$ cat src/rtl/acc_pkg.sv
// Shared constants for the accumulator core control: opcodes, ALU operations,
// datapath select encodings, FSM state codes and the instruction class type.
package acc_pkg;

  localparam logic [3:0] OP_ADD  = 4'h0;
  localparam logic [3:0] OP_SUB  = 4'h1;
  localparam logic [3:0] OP_AND  = 4'h2;
  localparam logic [3:0] OP_OR   = 4'h3;
  localparam logic [3:0] OP_XOR  = 4'h4;
  localparam logic [3:0] OP_SLL  = 4'h5;
  localparam logic [3:0] OP_SRL  = 4'h6;
  localparam logic [3:0] OP_SRA  = 4'h7;
  localparam logic [3:0] OP_BEQ  = 4'h8;
  localparam logic [3:0] OP_BNE  = 4'h9;
  localparam logic [3:0] OP_BLT  = 4'hA;
  localparam logic [3:0] OP_BGE  = 4'hB;
  localparam logic [3:0] OP_LW   = 4'hC;
  localparam logic [3:0] OP_SW   = 4'hD;
  localparam logic [3:0] OP_LI   = 4'hE;
  localparam logic [3:0] OP_HALT = 4'hF;

  // ALU operation codes line up with the opcodes for ALU and branch instructions.
  localparam logic [3:0] ALU_ADD = 4'h0;
  localparam logic [3:0] ALU_SUB = 4'h1;
  localparam logic [3:0] ALU_AND = 4'h2;
  localparam logic [3:0] ALU_OR  = 4'h3;
  localparam logic [3:0] ALU_XOR = 4'h4;
  localparam logic [3:0] ALU_SLL = 4'h5;
  localparam logic [3:0] ALU_SRL = 4'h6;
  localparam logic [3:0] ALU_SRA = 4'h7;
  localparam logic [3:0] ALU_BEQ = 4'h8;
  localparam logic [3:0] ALU_BNE = 4'h9;
  localparam logic [3:0] ALU_BLT = 4'hA;
  localparam logic [3:0] ALU_BGE = 4'hB;

  localparam logic [1:0] SRCA_ACC  = 2'd0;
  localparam logic [1:0] SRCA_PC   = 2'd1;
  localparam logic [1:0] SRCA_ZERO = 2'd2;

  localparam logic [1:0] SRCB_IMM  = 2'd0;
  localparam logic [1:0] SRCB_ONE  = 2'd1;
  localparam logic [1:0] SRCB_ZERO = 2'd2;

  localparam logic ACC_FROM_ALU = 1'b0;
  localparam logic ACC_FROM_MEM = 1'b1;

  localparam logic ADDR_PC  = 1'b0;
  localparam logic ADDR_IMM = 1'b1;

  typedef logic [2:0] acc_state_t;

  localparam acc_state_t S_FETCH  = 3'd0;
  localparam acc_state_t S_DECODE = 3'd1;
  localparam acc_state_t S_EXEC   = 3'd2;
  localparam acc_state_t S_MEM    = 3'd3;
  localparam acc_state_t S_BR_CMP = 3'd4;
  localparam acc_state_t S_BR_TGT = 3'd5;
  localparam acc_state_t S_HALT   = 3'd6;
  localparam acc_state_t S_FAULT  = 3'd7;

  typedef enum logic [2:0] {
    CLS_ALU    = 3'd0,
    CLS_LI     = 3'd1,
    CLS_LOAD   = 3'd2,
    CLS_STORE  = 3'd3,
    CLS_BRANCH = 3'd4,
    CLS_HALT   = 3'd5
  } acc_class_t;

endpackage

$ cat src/rtl/acc_ctrl_decode.sv
// Combinational opcode classifier used by the accumulator control FSM.
module acc_ctrl_decode
  import acc_pkg::*;
(
  input  logic [3:0] opcode,
  output acc_class_t cls
);

  always_comb begin
    cls = CLS_HALT;
    case (opcode)
      OP_LW:   cls = CLS_LOAD;
      OP_SW:   cls = CLS_STORE;
      OP_LI:   cls = CLS_LI;
      OP_HALT: cls = CLS_HALT;
      default: cls = opcode[3] ? CLS_BRANCH : CLS_ALU;
    endcase
  end

endmodule

$ cat src/rtl/acc_ctrl_fsm.sv
// Multi-cycle control FSM for the 16-bit accumulator core.
// Define ACC_CTRL_PERF_EN to add the InstRetired counter output.
module acc_ctrl_fsm
  import acc_pkg::*;
#(
  parameter int ACK_TIMEOUT = 255,
  parameter int TMR_W       = 8
) (
  input  logic        CLK,
  input  logic        RST_N,
  input  logic [15:0] Instr,
  input  logic        ShouldBranch,
  input  logic        MemAck,
  output logic [3:0]  ALUOp,
  output logic [1:0]  ALUSrcA,
  output logic [1:0]  ALUSrcB,
  output logic        AccSrc,
  output logic        AccWrite,
  output logic        PCWrite,
  output logic        IRWrite,
  output logic        MemReq,
  output logic        MemWE,
  output logic        MemAddrSel,
  output logic        Halted,
  output logic        Fault
`ifdef ACC_CTRL_PERF_EN
  ,
  output logic [15:0] InstRetired
`endif
);

  localparam logic [TMR_W-1:0] TO_LAST =
    (ACK_TIMEOUT == 0) ? '0 : TMR_W'(ACK_TIMEOUT - 1);

  acc_state_t       state, state_nxt;
  acc_class_t       cls;
  logic [3:0]       opcode;
  logic             started;
  logic             taken;
  logic [TMR_W-1:0] wait_cnt;
  logic             req, ack, timeout;
  logic             unused_imm;

  assign opcode     = Instr[15:12];
  // The immediate field only feeds the datapath, never the control.
  assign unused_imm = ^Instr[11:0];

  acc_ctrl_decode u_decode (
    .opcode (opcode),
    .cls    (cls)
  );

  // started keeps MemReq low in the first FETCH cycle after reset.
  assign req     = started && (state == S_FETCH || state == S_MEM);
  assign ack     = req && MemAck;
  assign timeout = (ACK_TIMEOUT != 0) && req && !MemAck && (wait_cnt == TO_LAST);

  always_comb begin
    state_nxt = state;
    case (state)
      S_FETCH: begin
        if (ack)          state_nxt = S_DECODE;
        else if (timeout) state_nxt = S_FAULT;
      end
      S_DECODE: begin
        case (cls)
          CLS_ALU, CLS_LI:     state_nxt = S_EXEC;
          CLS_LOAD, CLS_STORE: state_nxt = S_MEM;
          CLS_BRANCH:          state_nxt = S_BR_CMP;
          default:             state_nxt = S_HALT;
        endcase
      end
      S_EXEC:   state_nxt = S_FETCH;
      S_MEM: begin
        if (ack)          state_nxt = S_FETCH;
        else if (timeout) state_nxt = S_FAULT;
      end
      S_BR_CMP: state_nxt = S_BR_TGT;
      S_BR_TGT: state_nxt = S_FETCH;
      default:  state_nxt = state;
    endcase
  end

  always_comb begin
    ALUOp      = ALU_ADD;
    ALUSrcA    = SRCA_ACC;
    ALUSrcB    = SRCB_IMM;
    AccSrc     = ACC_FROM_ALU;
    AccWrite   = 1'b0;
    PCWrite    = 1'b0;
    IRWrite    = 1'b0;
    MemReq     = 1'b0;
    MemWE      = 1'b0;
    MemAddrSel = ADDR_PC;
    Halted     = 1'b0;
    Fault      = 1'b0;
    case (state)
      S_FETCH: begin
        MemReq = req;
        if (ack) begin
          IRWrite = 1'b1;
          PCWrite = 1'b1;
          ALUSrcA = SRCA_PC;
          ALUSrcB = SRCB_ONE;
        end
      end
      S_EXEC: begin
        AccWrite = 1'b1;
        if (cls == CLS_LI) ALUSrcA = SRCA_ZERO;
        else               ALUOp   = opcode;
      end
      S_MEM: begin
        MemReq     = req;
        MemAddrSel = ADDR_IMM;
        MemWE      = req && (cls == CLS_STORE);
        if (ack && cls == CLS_LOAD) begin
          AccSrc   = ACC_FROM_MEM;
          AccWrite = 1'b1;
        end
      end
      S_BR_CMP: begin
        ALUOp   = opcode;
        ALUSrcB = SRCB_ZERO;
      end
      // ALUOut from BR_CMP is discarded; PC already holds fetch PC + 1.
      S_BR_TGT: begin
        ALUSrcA = SRCA_PC;
        PCWrite = taken;
      end
      S_HALT:  Halted = 1'b1;
      S_FAULT: Fault  = 1'b1;
      default: ;
    endcase
  end

  always_ff @(posedge CLK or negedge RST_N) begin
    if (!RST_N) begin
      state    <= S_FETCH;
      started  <= 1'b0;
      taken    <= 1'b0;
      wait_cnt <= '0;
    end else begin
      state   <= state_nxt;
      started <= 1'b1;
      if (state == S_BR_CMP) taken <= ShouldBranch;
      if (ack || (state_nxt != state && (state_nxt == S_FETCH || state_nxt == S_MEM)))
        wait_cnt <= '0;
      else if (req)
        wait_cnt <= wait_cnt + 1'b1;
    end
  end

`ifdef ACC_CTRL_PERF_EN
  logic retire;

  assign retire = (state != S_FETCH && state_nxt == S_FETCH) ||
                  (state == S_DECODE && state_nxt == S_HALT);

  always_ff @(posedge CLK or negedge RST_N) begin
    if (!RST_N)      InstRetired <= '0;
    else if (retire) InstRetired <= InstRetired + 16'd1;
  end
`endif

endmodule
$ cat config.mk
export PLATFORM = sky130hd
export DESIGN_NAME = acc_ctrl_fsm
export DESIGN_NICKNAME = d
export VERILOG_FILES = /design/src/rtl/acc_pkg.sv /design/src/rtl/acc_ctrl_decode.sv /design/src/rtl/acc_ctrl_fsm.sv
export SDC_FILE = /design/constraint.sdc
export NUM_CORES = 1
export LEC_CHECK = 0
export BUFFER_PORTS_ARGS = -buffer_cell sky130_fd_sc_hd__buf_2
export CAP_MARGIN = 15
export CORE_MARGIN = 4
export CORE_UTILIZATION = 43
export DETAILED_ROUTE_END_ITERATION = 8
export GPL_TIMING_DRIVEN = 1
export HOLD_SLACK_MARGIN = 0.1
export MAX_ROUTING_LAYER = met4
export PLACE_DENSITY = 0.85
export SLEW_MARGIN = 20
export SYNTH_ARGS = -nofsm -noshare
export SYNTH_HDL_FRONTEND = slang
export SYNTH_SLANG_ARGS = --single-unit
export TNS_END_PERCENT = 20
$ cat constraint.sdc
create_clock -name CLK -period 1.45 [get_ports CLK]
set_input_delay 0.29 -clock CLK [delete_from_list [all_inputs] [get_ports CLK]]
set_output_delay 0.29 -clock CLK [all_outputs]
set_load 0.1 [all_outputs]
## Word level (Yosys, flattened, before mapping)

Index checks and enable logic that the tools add are counted.

- Register bits: 13
- Input bits: 20
- Word-level logic and storage cells: 68

- Add/subtract/negate cells: 1
- Eq/ne operators: 18
- Multiplexer cells: 26
- Reductions and logical operators: 19

Operators by type and width:

| cell | number |
|---|---|
| == test 4 bit (second input constant) | 4 |
| two-way mux 8 bit | 2 |
| == test 3 x 2 -> 1 bit (second input constant) | 5 |
| == test 3 bit (second input constant) | 5 |
| case mux 3 bit (5 select lines) | 1 |
| two-way mux 3 bit | 4 |
| case mux 3 bit (4 select lines) | 1 |
| two-way mux 1 bit | 10 |
| zero test 3 bit | 3 |
| case mux 3 bit (3 select lines) | 1 |
| adder 8 x 1 -> 8 bit (second input constant) | 1 |
| == test 8 bit (second input constant) | 1 |
| case mux 4 bit (2 select lines) | 1 |
| OR reduction 2 bit | 4 |
| logical AND 1 bit | 7 |
| == test 3 x 1 -> 1 bit (second input constant) | 2 |
| case mux 2 bit (3 select lines) | 1 |
| two-way mux 4 bit | 1 |
| case mux 1 bit (2 select lines) | 2 |
| case mux 2 bit (2 select lines) | 1 |
| logical OR 1 bit | 3 |
| inequality test 3 bit | 1 |
| two-way mux 2 bit | 1 |
| nonzero test 2 bit | 1 |
| zero test 1 bit | 1 |

## Logic depth before layout (Yosys ltp)

- Depth after elaboration: 13
- Depth in mapped cells: 6
- Gate-level depth less buffers: 6

## Cells and area by module

A second synthesis with hierarchy kept.

- Cells, all modules: 124
- Area, all modules: 1043.5 um2

By module, submodules not included:

| module | instances | cells an instance | area each (um2) | sequential area each (um2) |
|---|---|---|---|---|
| acc_ctrl_fsm | 1 | 118 | 1013.5 | 325.3 |
| acc_ctrl_decode | 1 | 6 | 30.0 | 0.0 |

## Least setup slack after synthesis

No wires, ideal clock.

- Path kind: reg-to-output
- From: reg state[1]
- To: out AccSrc
- Arrival: 4.228 ns
- Required time: 1.160 ns
- Setup slack: -3.068 ns
- Cell stages (with the launch flop): 4
- Cell sequence: dfrtp_1 xor2_2 nor3_1 nor4b_1

- Word-level cells in the longest chain between the ends: 7

Ends and longest elaborated chain:

| what | line | source |
|---|---|---|
| from (decl) | acc_ctrl_fsm.sv:35 | `acc_state_t state, state_nxt;` |
| from (signal assigned) | acc_ctrl_fsm.sv:143 | `state <= state_nxt;` |
| == test 3 x 2 -> 1 bit or zero test 3 bit (tied branches) | acc_ctrl_fsm.sv:54, acc_ctrl_fsm.sv:97 |  |
| logical OR 1 bit | acc_ctrl_fsm.sv:54 | `assign req = started && (state == S_FETCH \|\| state == S_MEM);` |
| logical AND 1 bit | acc_ctrl_fsm.sv:54 |  |
| logical AND 1 bit | acc_ctrl_fsm.sv:55 | `assign ack = req && MemAck;` |
| logical AND 1 bit | acc_ctrl_fsm.sv:116 | `if (ack && cls == CLS_LOAD) begin` |
| two-way mux 1 bit | acc_ctrl_fsm.sv:116 |  |
| two-way mux 1 bit * | acc_ctrl_fsm.sv:97 | `case (state)` |
| to (decl) | acc_ctrl_fsm.sv:17 | `output logic AccSrc,` |

Mark *: on every way between the ends. The rest lies on a longest branch, timed or not.

## Final worst setup path

- From: reg started
- To: out AccSrc

- Word-level cells in the longest chain between the ends: 5

Ends and longest elaborated chain:

| what | line | source |
|---|---|---|
| from (decl) | acc_ctrl_fsm.sv:38 | `logic started;` |
| from (signal assigned) | acc_ctrl_fsm.sv:139 | `started <= 1'b0;` |
| from (signal assigned) | acc_ctrl_fsm.sv:144 | `started <= 1'b1;` |
| logical AND 1 bit | acc_ctrl_fsm.sv:54 |  |
| logical AND 1 bit | acc_ctrl_fsm.sv:55 |  |
| logical AND 1 bit | acc_ctrl_fsm.sv:116 |  |
| two-way mux 1 bit | acc_ctrl_fsm.sv:116 |  |
| two-way mux 1 bit | acc_ctrl_fsm.sv:97 |  |

No other way between the ends.

==> out/qor.csv <==
metric;value;unit
rsz0062_at_grt;yes;
maxSlewHeadroom;63.19;%
yosys.area_share.xor_xnor;7.237;%
grt_pass1_vias;1236;
grt_max_degree;16;
clock_sinks;13;
met3_usage;8.847;%
first_pass_iters;7;
leakagePower;0.8486;nW
met1_usage;37.94;%
synthAdderAreaFrac;2.632;%
die_h;55.03;µm
final_cell_mix;37 x buf_4, 17 x buf_12, 11 x dfrtp_1;
fp.dieW;55.03;µm
path_clk_slew;90;ps
vias_per_cell;6.809;
finalCriticalPeriod;2131;ps
core_area;2022;µm²
syn_nets;129;
ant_nets;0;
drive_gt1_share;65.70;%
muxShareOfSynthArea;3.289;%
num_rows;16;
start_kind;register;
seq_area;327.8;µm²
synthSimpleGateAreaFrac;36.71;%
hold_path_class;in -> reg;
root_buffer;clkbuf_4;
tritoncts;yes;
crit_arrival;1840;ps
cts_buffer_depth;2;
drc;0;
die_area;3028;µm²
gp_congestion;0.8436;
power.density;2328;nW/µm²
max_freq;469.2;MHz
multi_input_area;830.8;µm²
io_pins;37;
wl_per_cell;27.77;µm
hold_violations;0;
h-tree-depth;1;
reg2reg_slack;-570;ps
synth_compound_area_share;10.92;%
fin_crit_sh;147.0;%
port_buffers;24;
syn_avg_cell_area;8.887;µm²
tightest_slew;551.0;ps
synth-edff-count;0;
setup_ws;-681.5;ps
diodes;0;
endpoint_kind;output port;
netlist_instances;107;
synth_cell_type_count;44;
busiest_layer;met2;
synthArstFlopShare;100.0;%
grt_use_total;33.60;%
netlist_area;950.9;µm²
violations;setup timing;
fin_skew;5.885;ps
fillers;32;
via_count;1355;
dp_hpwl;2.591;mm
use_met2;54.92;%
final_common_cell;buf_4;
synth_top_family_by_area;simple AND/OR/NAND/NOR gates;
ys_seq_area_share;34.21;%
routed_wl;5.526;mm
cts_buffers;3;
setup_violations;29;
cp.required;1160;ps
drv_cap;0;
area_growth;105.8;%
synth_warnings;0;
synth-seq-cells;13;
fin_nets;195;
crit_type;reg -> out;
p_total;4.555;mW
start_util;47.03;%
antenna_found_initial;0;
overflow;0;
grt_pass1_wl;6.637;mm
synth_ff_type;dfrtp_1;
drt_iter0_markers;103;
insertion_delay;300;ps
placed_area;1685;µm²
status;finished with violations;
irDropWorstVdd;0.002088;V
final_max_slew_viol_count;0;
final_area;1957;µm²
path_max_fanout;5;
worst max-delay path, stage by stage, from the launching register on:
cell	delay (ps)
dfrtp_1	390
nand2_1	130
buf_4	190
nor3_2	260
nor4b_4	340
buf_12	220
stage by stage:
stage	cells	util [%]	hold slack (ps)	worst slack, ps	TNS (ps)
CTS	194	89.85	229.7	-618.0	-10410
detailed placement	185	83.35	195.7	-449.4	-7385
global route	199	96.78	212.9	-727.5	-15350
floorplan	107	-	-5.591	-1440	-13870
global placement	185	83.35	183.4	-304.8	-5216
finish	199	96.78	233.3	-681.5	-14590
state kept, by name, summed over array words and instances (netlist names):
signal and count:
state 3, taken 1, started 1, wait_cnt 8
cells by family (layout without fill, tap and decap cells):
group | Yosys count | after routing
AO/OA/AOI/OAI | 15 | 15
XOR/XNOR | 7 | 7
adder cells (fa/ha/maj) | 2 | 2
buffers and inverters | 10 | 75
flip-flops | 13 | 13
multiplexers | 3 | 3
other | 1 | 1
AND/OR/NAND/NOR | 56 | 56
synthesized netlist by cell type (3+ instances only):
cell type  instances  area share (%)
xnor2_1            6             5.5
nand2_1            8             3.2
a21oi_1            4             2.1
dfrtp_1           13              34
and2_1             3             2.0
inv_1              4             1.6
nor2_1             7             2.8
nor3_1            11             5.8
power breakdown:
group	internal, mW	switching [mW]	total [mW]
Combinational	1.48	2.28	3.76
Clock	0.108	0.144	0.251
Sequential	0.444	0.103	0.547
metal layers:
metal	part of all wire [%]	wire length, µm
met4	6.8	374
met3	13	711
met5	0	0
met2	47	2586
met1	34	1855
timing repair:
action	4_1_cts	5_1_grt
hold buffers	1	0
cloned	0	0
endpoints found under the hold margin	13	0
setup endpoints to repair	29	29
pin swaps	8	4
gates resized for setup	17	23
buffers inserted	4	6
cell type report:
class / count / area share (%)
inverter: 4 / 0.7673
multi-input combinational: 84 / 42.46
clock buffer: 4 / 1.343
sequential: 13 / 16.75
timing repair buffer: 67 / 36.96
tap: 27 / 1.726
final timing paths:
check / start / end / depth (start not counted)
max in group asynchronous: RST_N / state[0] / 2
min in group asynchronous: RST_N / wait_cnt[0] / 2
max: started / AccSrc / 5
min reg2reg: taken / taken / 1
min: ShouldBranch / taken / 2
max reg2reg: state[2] / state[0] / 6
(Power assumes the default switching activity.)
